--- src/rtl/led_matrix_pkg.sv ---
// Shared definitions for the LED matrix frame scheduler.
// Contents:
//   PIXELS_DEF / NUM_FRAMES_DEF : default geometry (4x4 matrix, 17 stored frames)
//   sched_state_e               : scheduler state encoding (S_FETCH, S_SCAN)
//   next_frame()                : frame index advance with wrap to 0
package led_matrix_pkg;

  localparam int unsigned PIXELS_DEF     = 32'd16;
  localparam int unsigned NUM_FRAMES_DEF = 32'd17;

  typedef enum logic [0:0] {
    S_FETCH = 1'b0,
    S_SCAN  = 1'b1
  } sched_state_e;

  // Last frame wraps to frame 0, every other frame steps by one.
  function automatic int unsigned next_frame(input int unsigned cur,
                                             input int unsigned num_frames);
    int unsigned nxt;
    if (cur >= num_frames - 32'd1) begin
      nxt = 32'd0;
    end else begin
      nxt = cur + 32'd1;
    end
    return nxt;
  endfunction

endpackage

--- src/rtl/led_frame_scheduler_if.sv ---
// Frame storage fetch bus between the scheduler and the frame memory.
// Signals:
//   mem_req_out  : fetch request level (scheduler -> memory)
//   mem_addr_out : frame index being fetched, stable while req is high
//   mem_ack_in   : one-cycle acknowledge (memory -> scheduler)
//   mem_data_in  : frame word, valid with ack; bit PIXELS-1 is pixel 0
// Modports: master = scheduler side, slave = memory side.
interface led_frame_scheduler_if #(
  parameter int unsigned PIXELS  = 32'd16,
  parameter int unsigned FRAME_W = 32'd5
);

  logic               mem_req_out;
  logic [FRAME_W-1:0] mem_addr_out;
  logic               mem_ack_in;
  logic [PIXELS-1:0]  mem_data_in;

  modport master (
    output mem_req_out,
    output mem_addr_out,
    input  mem_ack_in,
    input  mem_data_in
  );

  modport slave (
    input  mem_req_out,
    input  mem_addr_out,
    output mem_ack_in,
    output mem_data_in
  );

endinterface

--- src/rtl/led_frame_shifter.sv ---
// Frame buffer and pixel serialiser.
// Holds the fetched frame word, walks a pixel index on each accepted tick
// and presents one registered pixel per tick.
// Ports:
//   clk_i, rst_n_i   : clock, asynchronous active-low reset
//   load_i           : latch load_data_i into the buffer and restart at pixel 0
//   load_data_i      : frame word, bit PIXELS-1 is pixel 0
//   tick_i           : present the current pixel and advance the index
//   blank_i          : force the presented pixel off
//   pixel_idx_o      : index of the presented pixel
//   pixel_data_o     : LED state of the presented pixel
//   pixel_valid_o    : one-cycle strobe with each presented pixel
//   frame_done_o     : one-cycle strobe with the last pixel of the frame
//   last_o           : current index is the last pixel (combinational)
module led_frame_shifter
  import led_matrix_pkg::*;
#(
  parameter int unsigned PIXELS = PIXELS_DEF,
  localparam int unsigned IDX_W = $clog2(PIXELS)
) (
  input  logic              clk_i,
  input  logic              rst_n_i,
  input  logic              load_i,
  input  logic [PIXELS-1:0] load_data_i,
  input  logic              tick_i,
  input  logic              blank_i,
  output logic [IDX_W-1:0]  pixel_idx_o,
  output logic              pixel_data_o,
  output logic              pixel_valid_o,
  output logic              frame_done_o,
  output logic              last_o
);

  localparam logic [IDX_W-1:0] LAST_IDX = IDX_W'(PIXELS - 32'd1);

  logic [PIXELS-1:0] buf_q,   buf_d;
  logic [IDX_W-1:0]  idx_q,   idx_d;
  logic [IDX_W-1:0]  pidx_q,  pidx_d;
  logic              pdata_q, pdata_d;
  logic              valid_q, valid_d;
  logic              done_q,  done_d;
  logic [IDX_W-1:0]  bit_sel_s;

  // Pixel 0 lives in the MSB, so the buffer is read from the top down.
  assign bit_sel_s = LAST_IDX - idx_q;
  assign last_o    = (idx_q == LAST_IDX);

  // Buffer load and pixel index walk.
  always_comb begin
    buf_d = buf_q;
    idx_d = idx_q;
    if (load_i) begin
      buf_d = load_data_i;
      idx_d = {IDX_W{1'b0}};
    end else if (tick_i) begin
      buf_d = buf_q;
      if (last_o) begin
        idx_d = {IDX_W{1'b0}};
      end else begin
        idx_d = idx_q + IDX_W'(32'd1);
      end
    end else begin
      buf_d = buf_q;
      idx_d = idx_q;
    end
  end

  // Presented pixel; idx and data hold their last value between strobes.
  always_comb begin
    pidx_d  = pidx_q;
    pdata_d = pdata_q;
    valid_d = tick_i;
    done_d  = tick_i & last_o;
    if (tick_i) begin
      pidx_d  = idx_q;
      pdata_d = buf_q[bit_sel_s] & ~blank_i;
    end else begin
      pidx_d  = pidx_q;
      pdata_d = pdata_q;
    end
  end

  // Buffer, index and output registers.
  always_ff @(posedge clk_i or negedge rst_n_i) begin
    if (!rst_n_i) begin
      buf_q   <= {PIXELS{1'b0}};
      idx_q   <= {IDX_W{1'b0}};
      pidx_q  <= {IDX_W{1'b0}};
      pdata_q <= 1'b0;
      valid_q <= 1'b0;
      done_q  <= 1'b0;
    end else begin
      buf_q   <= buf_d;
      idx_q   <= idx_d;
      pidx_q  <= pidx_d;
      pdata_q <= pdata_d;
      valid_q <= valid_d;
      done_q  <= done_d;
    end
  end

  assign pixel_idx_o   = pidx_q;
  assign pixel_data_o  = pdata_q;
  assign pixel_valid_o = valid_q;
  assign frame_done_o  = done_q;

endmodule

--- src/rtl/led_frame_scheduler.sv ---
// LED matrix frame scheduler.
// Fetches the current frame word over a req/ack bus, serialises it one pixel
// per scan tick, and only switches frames at a scan boundary so the image
// never tears. Frame advance comes from a debounced step pulse (manual) or a
// repeat counter (auto). A fetch that is never acknowledged times out, sets a
// sticky error and rescans the previous buffer.
// Ports:
//   clk_in, rst_n_in : clock, asynchronous active-low reset
//   tick_in          : scan strobe, one pixel per tick (ignored while fetching)
//   step_in          : request next frame at the coming boundary
//   auto_in          : 1 = advance every AUTO_REPEAT scans, 0 = manual
//   blank_in         : force pixel data off, scanning continues
//   mem_if           : frame storage fetch bus (master side)
//   pixel_idx_out / pixel_data_out / pixel_valid_out : serial pixel stream
//   frame_out        : frame currently displayed
//   frame_done_out   : strobe with the last pixel of a scan
//   fetch_err_out    : sticky ack-timeout flag
module led_frame_scheduler
  import led_matrix_pkg::*;
#(
  parameter int unsigned PIXELS      = PIXELS_DEF,
  parameter int unsigned NUM_FRAMES  = NUM_FRAMES_DEF,
  parameter int unsigned AUTO_REPEAT = 32'd100,
  parameter int unsigned ACK_TIMEOUT = 32'd15,
  localparam int unsigned FRAME_W    = $clog2(NUM_FRAMES),
  localparam int unsigned IDX_W      = $clog2(PIXELS)
) (
  input  logic                         clk_in,
  input  logic                         rst_n_in,
  input  logic                         tick_in,
  input  logic                         step_in,
  input  logic                         auto_in,
  input  logic                         blank_in,
  led_frame_scheduler_if.master        mem_if,
  output logic [IDX_W-1:0]             pixel_idx_out,
  output logic                         pixel_data_out,
  output logic                         pixel_valid_out,
  output logic [FRAME_W-1:0]           frame_out,
  output logic                         frame_done_out,
  output logic                         fetch_err_out
);

  localparam int unsigned REP_W = $clog2(AUTO_REPEAT + 32'd1);
  localparam int unsigned TO_W  = $clog2(ACK_TIMEOUT + 32'd1);

  sched_state_e       state_q, state_d;
  logic               req_q,     req_d;
  logic [FRAME_W-1:0] frame_q,   frame_d;
  logic               pending_q, pending_d;
  logic [REP_W-1:0]   rep_q,     rep_d;
  logic [TO_W-1:0]    to_q,      to_d;
  logic               err_q,     err_d;

  logic fetch_active_s;
  logic ack_take_s;
  logic timeout_s;
  logic scan_tick_s;
  logic last_s;
  logic boundary_s;
  logic advance_s;

  // req lags the state by one edge after reset, so an ack is only honoured
  // once the request is actually visible on the bus.
  assign fetch_active_s = (state_q == S_FETCH) && req_q;
  assign ack_take_s     = fetch_active_s && mem_if.mem_ack_in;
  assign timeout_s      = fetch_active_s && !mem_if.mem_ack_in &&
                          (32'(to_q) == ACK_TIMEOUT - 32'd1);
  assign scan_tick_s    = (state_q == S_SCAN) && tick_in;
  assign boundary_s     = scan_tick_s && last_s;

  // FSM state register.
  always_ff @(posedge clk_in or negedge rst_n_in) begin
    if (!rst_n_in) begin
      state_q <= S_FETCH;
    end else begin
      state_q <= state_d;
    end
  end

  // FSM next state.
  always_comb begin
    state_d = state_q;
    case (state_q)
      S_FETCH: begin
        if (ack_take_s || timeout_s) begin
          state_d = S_SCAN;
        end else begin
          state_d = S_FETCH;
        end
      end
      S_SCAN: begin
        if (boundary_s) begin
          state_d = S_FETCH;
        end else begin
          state_d = S_SCAN;
        end
      end
      default: state_d = S_FETCH;
    endcase
  end

  // FSM output: request level follows the upcoming state.
  always_comb begin
    req_d = 1'b0;
    case (state_d)
      S_FETCH: req_d = 1'b1;
      S_SCAN:  req_d = 1'b0;
      default: req_d = 1'b0;
    endcase
  end

  // Ack timeout counter and sticky error flag.
  always_comb begin
    to_d  = to_q;
    err_d = err_q;
    if (fetch_active_s) begin
      if (mem_if.mem_ack_in) begin
        to_d = {TO_W{1'b0}};
      end else if (timeout_s) begin
        to_d  = {TO_W{1'b0}};
        err_d = 1'b1;
      end else begin
        to_d = to_q + TO_W'(32'd1);
      end
    end else begin
      to_d = {TO_W{1'b0}};
    end
  end

  // Boundary frame selection; a step in the boundary cycle still counts.
  always_comb begin
    frame_d   = frame_q;
    rep_d     = rep_q;
    pending_d = pending_q | step_in;
    advance_s = 1'b0;
    if (boundary_s) begin
      pending_d = 1'b0;
      if (auto_in) begin
        if (pending_q || step_in) begin
          advance_s = 1'b1;
          rep_d     = {REP_W{1'b0}};
        end else if (32'(rep_q) + 32'd1 >= AUTO_REPEAT) begin
          advance_s = 1'b1;
          rep_d     = {REP_W{1'b0}};
        end else begin
          advance_s = 1'b0;
          rep_d     = rep_q + REP_W'(32'd1);
        end
      end else begin
        advance_s = pending_q | step_in;
        rep_d     = {REP_W{1'b0}};
      end
      if (advance_s) begin
        frame_d = FRAME_W'(next_frame(32'(frame_q), NUM_FRAMES));
      end else begin
        frame_d = frame_q;
      end
    end else if (!auto_in) begin
      rep_d = {REP_W{1'b0}};
    end else begin
      rep_d = rep_q;
    end
  end

  // Control registers outside the FSM state.
  always_ff @(posedge clk_in or negedge rst_n_in) begin
    if (!rst_n_in) begin
      req_q     <= 1'b0;
      frame_q   <= {FRAME_W{1'b0}};
      pending_q <= 1'b0;
      rep_q     <= {REP_W{1'b0}};
      to_q      <= {TO_W{1'b0}};
      err_q     <= 1'b0;
    end else begin
      req_q     <= req_d;
      frame_q   <= frame_d;
      pending_q <= pending_d;
      rep_q     <= rep_d;
      to_q      <= to_d;
      err_q     <= err_d;
    end
  end

  led_frame_shifter #(
    .PIXELS (PIXELS)
  ) u_shifter (
    .clk_i         (clk_in),
    .rst_n_i       (rst_n_in),
    .load_i        (ack_take_s),
    .load_data_i   (mem_if.mem_data_in),
    .tick_i        (scan_tick_s),
    .blank_i       (blank_in),
    .pixel_idx_o   (pixel_idx_out),
    .pixel_data_o  (pixel_data_out),
    .pixel_valid_o (pixel_valid_out),
    .frame_done_o  (frame_done_out),
    .last_o        (last_s)
  );

  assign mem_if.mem_req_out  = req_q;
  assign mem_if.mem_addr_out = frame_q;
  assign frame_out           = frame_q;
  assign fetch_err_out       = err_q;

endmodule
--- src/flat_wrapper.sv ---
// flat-port wrapper written by rule: the top's interface ports become plain ports
module led_frame_scheduler_flat import led_matrix_pkg::*;
#(
  parameter int unsigned PIXELS      = PIXELS_DEF,
  parameter int unsigned NUM_FRAMES  = NUM_FRAMES_DEF,
  parameter int unsigned AUTO_REPEAT = 32'd100,
  parameter int unsigned ACK_TIMEOUT = 32'd15,
  localparam int unsigned FRAME_W    = $clog2(NUM_FRAMES),
  localparam int unsigned IDX_W      = $clog2(PIXELS)
)
  (clk_in, rst_n_in, tick_in, step_in, auto_in, blank_in, pixel_idx_out, pixel_data_out, pixel_valid_out, frame_out, frame_done_out, fetch_err_out, mem_if_mem_req_out, mem_if_mem_addr_out, mem_if_mem_ack_in, mem_if_mem_data_in);
  led_frame_scheduler_if #(.PIXELS(PIXELS)) mem_if_i ();
  input  logic clk_in;
  input  logic rst_n_in;
  input  logic tick_in;
  input  logic step_in;
  input  logic auto_in;
  input  logic blank_in;
  output logic [IDX_W-1:0] pixel_idx_out;
  output logic pixel_data_out;
  output logic pixel_valid_out;
  output logic [FRAME_W-1:0] frame_out;
  output logic frame_done_out;
  output logic fetch_err_out;
  output wire logic [$bits(mem_if_i.mem_req_out)-1:0] mem_if_mem_req_out;
  output wire logic [$bits(mem_if_i.mem_addr_out)-1:0] mem_if_mem_addr_out;
  input wire logic [$bits(mem_if_i.mem_ack_in)-1:0] mem_if_mem_ack_in;
  input wire logic [$bits(mem_if_i.mem_data_in)-1:0] mem_if_mem_data_in;
  assign mem_if_mem_req_out = mem_if_i.mem_req_out;
  assign mem_if_mem_addr_out = mem_if_i.mem_addr_out;
  assign mem_if_i.mem_ack_in = mem_if_mem_ack_in;
  assign mem_if_i.mem_data_in = mem_if_mem_data_in;
  led_frame_scheduler #(.PIXELS(PIXELS), .NUM_FRAMES(NUM_FRAMES), .AUTO_REPEAT(AUTO_REPEAT), .ACK_TIMEOUT(ACK_TIMEOUT)) u_core (.clk_in(clk_in), .rst_n_in(rst_n_in), .tick_in(tick_in), .step_in(step_in), .auto_in(auto_in), .blank_in(blank_in), .mem_if(mem_if_i), .pixel_idx_out(pixel_idx_out), .pixel_data_out(pixel_data_out), .pixel_valid_out(pixel_valid_out), .frame_out(frame_out), .frame_done_out(frame_done_out), .fetch_err_out(fetch_err_out));
endmodule
--- config.mk ---
export PLATFORM = sky130hd
export DESIGN_NAME = led_frame_scheduler_flat
export DESIGN_NICKNAME = d
export VERILOG_FILES = /design/src/rtl/led_matrix_pkg.sv /design/src/rtl/led_frame_scheduler_if.sv /design/src/rtl/led_frame_shifter.sv /design/src/rtl/led_frame_scheduler.sv /design/src/flat_wrapper.sv
export SDC_FILE = /design/constraint.sdc
export NUM_CORES = 1
export LEC_CHECK = 0
export ABC_CLOCK_PERIOD_IN_PS = 1850
export BUFFER_PORTS_ARGS = -buffer_cell sky130_fd_sc_hd__buf_4
export CAP_MARGIN = 25
export CELL_PAD_IN_SITES_DETAIL_PLACEMENT = 1
export CELL_PAD_IN_SITES_GLOBAL_PLACEMENT = 2
export CORE_MARGIN = 1.5
export CORE_UTILIZATION = 32
export CTS_BUF_LIST = sky130_fd_sc_hd__clkbuf_8 sky130_fd_sc_hd__clkbuf_16
export DETAILED_ROUTE_END_ITERATION = 10
export PLACE_DENSITY = 0.82
export SLEW_MARGIN = 15
export SYNTH_ARGS = -nofsm -noshare
export SYNTH_HDL_FRONTEND = slang
export SYNTH_SLANG_ARGS = --single-unit
--- constraint.sdc ---
create_clock -name clk_in -period 1.85 [get_ports clk_in]
set_input_delay 0.185 -clock clk_in [delete_from_list [all_inputs] [get_ports clk_in]]
set_output_delay 0.185 -clock clk_in [all_outputs]
set_load 0.03 [all_outputs]
Word-level counts from Yosys, hierarchy flattened --
Cells that the tools add are included.
Storage, ports and cells: word-level logic and storage cells 67, input bits 23, memory bits (writable) 0, bits in latches 0, register bits 47, ROM bits 0, output and inout port bits 19, memories 0
Operators by class: shift-type cells 0, bitwise operators 7, multiply operators 0, div/mod/pow operators 0, add/sub/neg operators 6, muxes and demuxes 23, magnitude comparators 3, equal/unequal tests 3, reductions and logical operators 12
Operators by type and width (number):
- two-way mux 7 bit | 5
- >= comparator 32 x 7 -> 1 bit (second input constant) | 1
- two-way mux 4 bit | 6
- adder 4 x 1 -> 4 bit (second input constant) | 2
- adder 7 x 1 -> 8 bit (second input constant) | 1
- equality test 4 bit (second input constant) | 2
- two-way mux 1 bit | 8
- adder 7 x 1 -> 7 bit (second input constant) | 1
- logical AND 1 bit | 6
- adder 5 x 1 -> 5 bit (second input constant) | 1
- >= comparator 5 bit (second input constant) | 1
- less-than comparator 4 x 5 -> 1 bit (second input constant) | 1
- two-way mux 5 bit | 1
- binary-select mux 1 bit (select 4 bit) | 1
- NOT 1 bit | 4
- case mux 1 bit (2 select lines) | 2
- subtractor 4 bit (first input constant) | 1
- AND reduction 3 bit | 1
- AND 1 bit | 2
- logical OR 1 bit | 2
- inequality test 2 x 1 -> 1 bit (second input constant) | 1
- AND reduction 2 bit | 1
- nonzero test 2 bit | 1
- logical NOT 1 bit | 1
- OR 1 bit | 1

Longest topological paths before layout --
depth after elaboration 9, gate-level depth with buffers 9, gate-level depth less buffers 8

By module --
Synthesis repeated with hierarchy kept, for this count alone.
Unflattened totals: cell total of the unflattened synthesis 210, area, all modules 2396.0 um2
By module, submodules not included:
- led_frame_shifter | cells each 95, area each 1207.4 um2, instances 1, sequential area each 675.6 um2
- led_frame_scheduler | cells each 115, area each 1188.6 um2, instances 1, sequential area each 500.5 um2

Worst setup path before layout --
Ideal clock, no wire load.
path kind register to register, start point register u_core.rep_q[0], end point register u_core.rep_q[3], period minus slack after synthesis 1.999 ns, arrival time 1.873 ns, setup time 0.126 ns, setup slack -0.149 ns, buffers on the path 1, cell stages (with the launch flop) 9, required time 1.724 ns, path through dfrtp_1 > ha_1 > nand2_1 > nor4b_1 > o31ai_1 > nor2b_1 > buf_4 > and3_2 > a221o_1
Between the ends: longest elaborated chain between the ends 6, elaborated cells between the ends (all ways) 7, classes of those cells 2 x add/sub; 1 x order compare; 4 x mux
RTL lines:
- from (decl) | line led_frame_scheduler.sv:50 | logic [REP_W-1:0] rep_q, rep_d;
- from (signal assigned) | line led_frame_scheduler.sv:171 | rep_q <= {REP_W{1'b0}};
- from (signal assigned) | line led_frame_scheduler.sv:178 | rep_q <= rep_d;
- adder 7 x 1 -> 8 bit | line led_frame_scheduler.sv:142 | end else if (32'(rep_q) + 32'd1 >= AUTO_REPEAT) begin
- >= comparator 32 x 7 -> 1 bit | line led_frame_scheduler.sv:142
- two-way mux 7 bit (*) | line led_frame_scheduler.sv:142
- two-way mux 7 bit (*) | line led_frame_scheduler.sv:139 | if (pending_q || step_in) begin
- two-way mux 7 bit (*) | line led_frame_scheduler.sv:138 | if (auto_in) begin
- two-way mux 7 bit (*) | line led_frame_scheduler.sv:136 | if (boundary_s) begin
Mark *: on every way between the ends. The rest lies on a longest branch, timed or not. A chain may end at the register's enable or synchronous reset.

Worst setup path in the final report --
start point register u_core.rep_q[1], end point register u_core.frame_q[0], in the netlist u_core.frame_out[0]
Between the ends: longest elaborated chain between the ends 7
RTL lines:
- adder 7 x 1 -> 8 bit | line led_frame_scheduler.sv:142
- >= comparator 32 x 7 -> 1 bit | line led_frame_scheduler.sv:142
- two-way mux 1 bit | line led_frame_scheduler.sv:142
- two-way mux 1 bit | line led_frame_scheduler.sv:139
- two-way mux 1 bit | line led_frame_scheduler.sv:138
- two-way mux 1 bit | line led_frame_scheduler.sv:136
- AND reduction 2 bit (no line)
- to (signal assigned) | line led_frame_scheduler.sv:169 | frame_q <= {FRAME_W{1'b0}};
- to (signal assigned) | line led_frame_scheduler.sv:176 | frame_q <= frame_d;
- to (decl) | line led_frame_scheduler.sv:48 | logic [FRAME_W-1:0] frame_q, frame_d;
No other way between the ends. The select of a mux whose other input is x is not followed.

==> impl_metrics.csv <==
group,metric,value,unit
global_route,grt_usage,0.1552,
route,vias,1743,
cts,clock_path_buffers,2,
timing,min_period,1.968,ns
floorplan,core-area,0.006869,sq mm
hold_path,worstHoldPathType,"input pin to flop",
cts,cts_tree,"done",
synthesis,synth_async_sr_flop_share,1.000,
route,wl_met2,2.641,mm
run,cap_violations,0,
route,avgRoutedWirePerCell,14.43,microns
finish,layout_common_cells,"73 x buf_4, 43 x dfrtp_1, 24 x nand2_1",
worst_setup_path,crit_required,2.04,ns
finish,final_common_cell,"buf_4",
synthesis,synthTopCellsByArea,"dfrtp_1 51%, mux2_2 7.8%, mux4_2 4.9%",
worst_setup_path,path_cells,"buf_4, nand3_4, or2_1, or3b_4, a21boi_4, o21a_4, mux2_4",
cts,root_buffer,"clkbuf_8",
route,drt-pass1-iter-count,4,
floorplan,initial_core_util,0.3346,
timing,finalWorstSetupSlack,-0.1178,ns
worst_setup_path,slowest_stage,"dfrtp_2",
worst_setup_path,cp.buffers_inverters,1,
global_route,antenna_found_initial,0,
worst_setup_path,path_max_fanout,5,
worst_setup_path,start_kind,"flop",
synthesis,yosysTopAreaCellShare,0.5117,
cts,clkTransAtPathRegs,0.10,ns
finish,multi_input_area,0.001077,sq mm
timing,max_freq,508.2,MHz
global_route,grt_pass1_vias,1855,
route,wl_met3,156,microns
worst_setup_path,slowest_delay,0.42,ns
run_status,failed_checks,"setup timing",
worst_setup_path,worstSetupPathType,"flop to flop",
timing,skew,0.009781,ns
synthesis,seq_area_frac_synth,0.5117,
synthesis,syn-cell-area,0.002298,sq mm
pwr,p_per_area,1073,mW/mm^2
timing,slew_violations,0,
cts,cts_buffers,5,
run_status,outcome,"finished, violations left",
timing,grt_setup_unrepaired,"true",
route,routed_wl,5.338,mm
route,met1_length,2.423,mm
pwr,cellLeakagePower,1.448,nW
route,drc_errors,0,
worst_setup_path,endpoint_kind,"flop",
worst_setup_path,r2r-start,"u_core.rep_q[1]",
synthesis,synth_edf_count,0,
floorplan,die_area,0.007700,sq mm
pwr,vdd_drop_max,357.0,uV
floorplan,rows,30,
finish,seqCellArea,0.001181,sq mm
finish,syn_to_final_growth,34.89,%
place,dpl.hpwl,3.714,mm
synthesis,avgSynthCellArea,11.44,sq um
synthesis,synth_ff_type,"dfrtp_1",
cts,worstSkewPairLatency,0.31,ns
synthesis,postSynthCellCount,201,
synthesis,synth-seq-cells,47,
worst_setup_path,crit_arrival,2.16,ns
route,viasPerCell,4.711,
floorplan,die_w,87.75,microns
route,highest_layer,"met4",
route,drt_iter0_drc,54,
floorplan,chipHeight,87.75,microns
timing,tns,-0.6183,ns
place,io_buffers,41,
synthesis,syn_nets,231,
finish,n_antenna_cell,0,
finish,nFillCells,775,
place,place_ws,-0.2079,ns
global_route,grt_max_degree,48,
worst_setup_path,critical_path.top_delay_family,"simple AND/OR/NAND/NOR gates",
global_route,grt_first_pass_wirelength,9.039,mm
timing,hold_viol_final,0,
place,gp_congestion,0.7697,
timing,worst_pin_slew,0.6007,ns
hold_path,worstHoldStart,"mem_if_mem_data_in[3]",
timing,setup_violations,9,
synthesis,ys_types,44,
timing,relSlewSlack,0.5995,
finish,drive_gt1_frac,0.4781,
cts,htree_levels,2,
floorplan,io_pins,42,
timing,period_share,1.064,
cts,clkSinkCount,47,
synthesis,synth_top_area_cell,"dfrtp_1",
synthesis,yosys_warnings,0,
worst_setup_path,crit_start,"u_core.rep_q[1]",
finish,fin_nets,303,
route,ant_nets,0,
finish,final_util,0.4514,
global_route,grt_overflow_total,0,
==> per-stage QoR <==
step | hold WS, ns | instances | cell area, sq um | total power [W]
2_1_floorplan | -0.1106 | 201 | 2313 | 0.002303
3_3_place_gp | 0.2378 | 351 | 2853 | 0.002676
3_5_place_dp | 0.2463 | 351 | 2853 | 0.002734
4_1_cts | 0.09134 | 365 | 3022 | 0.003394
5_1_grt | 0.08351 | 370 | 3100 | 0.003561
6_report | 0.1019 | 370 | 3100 | 0.003328
==> flip-flops by register name (all words and copies together), names as in the netlist <==
name                            count
u_core.u_shifter.pixel_idx_o        4
u_core.u_shifter.idx_q              4
u_core.rep_q                        7
u_core.state_q                      1
u_core.to_q                         4
u_core.u_shifter.buf_q             16
u_core.mem_if.mem_req_out           1
u_core.u_shifter.frame_done_o       1
u_core.u_shifter.pixel_data_o       1
u_core.frame_out                    5
u_core.u_shifter.pixel_valid_o      1
u_core.fetch_err_out                1
u_core.pending_q                    1
==> report_power, final <==
group / internal (W) / switching, W
sequential: 0.00132 / 0.000181
combinational: 0.000627 / 0.000563
clock: 0.000267 / 0.000368
==> final timing paths <==
check	depth (start not counted)	slack (ns)	to
max	7	-0.12	u_core.frame_out[0]
min	2	0.10	u_core.u_shifter.buf_q[3]
max reg2reg	7	-0.12	u_core.frame_out[0]
min reg2reg	2	0.48	u_core.u_shifter.pixel_idx_o[2]
max in group asynchronous	2	0.98	u_core.rep_q[3]
min in group asynchronous	2	0.43	u_core.u_shifter.buf_q[11]
==> repair_timing <==
item	4_1_cts	5_1_grt
resized for setup	8	14
hold buffers	1	0
endpoints found under the setup margin	12	13
setup buffers	5	5
pin swaps	4	5
endpoints found under the hold margin	47	0
==> synth_stat cells (2+ instances only) <==
cell type	n
xor2_1	2
a22o_1	2
nor2b_1	2
a22oi_1	3
nor3_1	2
mux2_2	16
nand3_1	7
nor3b_1	3
mux2i_1	2
nor4b_1	2
a21oi_1	6
dfrtp_1	47
o21ai_0	7
clkbuf_1	4
and3_2	2
mux4_2	5
or2_2	3
o31ai_1	2
ha_1	7
and2_1	2
inv_1	8
buf_4	7
nand2_1	27
nor2_1	13
==> layout make-up <==
cell class              instances  share of cell area
flip-flops and latches         47              0.3810
multi-input cells             133              0.3475
repair buffers                 78              0.1945
well taps                      96             0.03874
clock buffers                   5             0.02220
inverters                       8            0.009685
clock inverters                 3            0.006457
==> cell families (layout without fill, tap and decap cells) <==
logic type / after synthesis / in the layout / share of synthesized area
AND/OR/NAND/NOR: 71 / 71 / 0.1595
flip-flops: 47 / 47 / 0.5117
AO/OA/AOI/OAI: 28 / 28 / 0.08710
multiplexers: 24 / 24 / 0.1426
buffers and inverters: 21 / 94 / 0.04953
adder cells (fa/ha/maj): 7 / 7 / 0.03810
XOR/XNOR: 3 / 3 / 0.01143
==> metal layers <==
metal,vias to the layer above,track usage
li1,845,-
met1,858,0.1905
met2,31,0.2623
met3,9,0.03487
met4,0,0.06494
met5,-,0
Note: power is estimated with default switching activity, not from simulation.
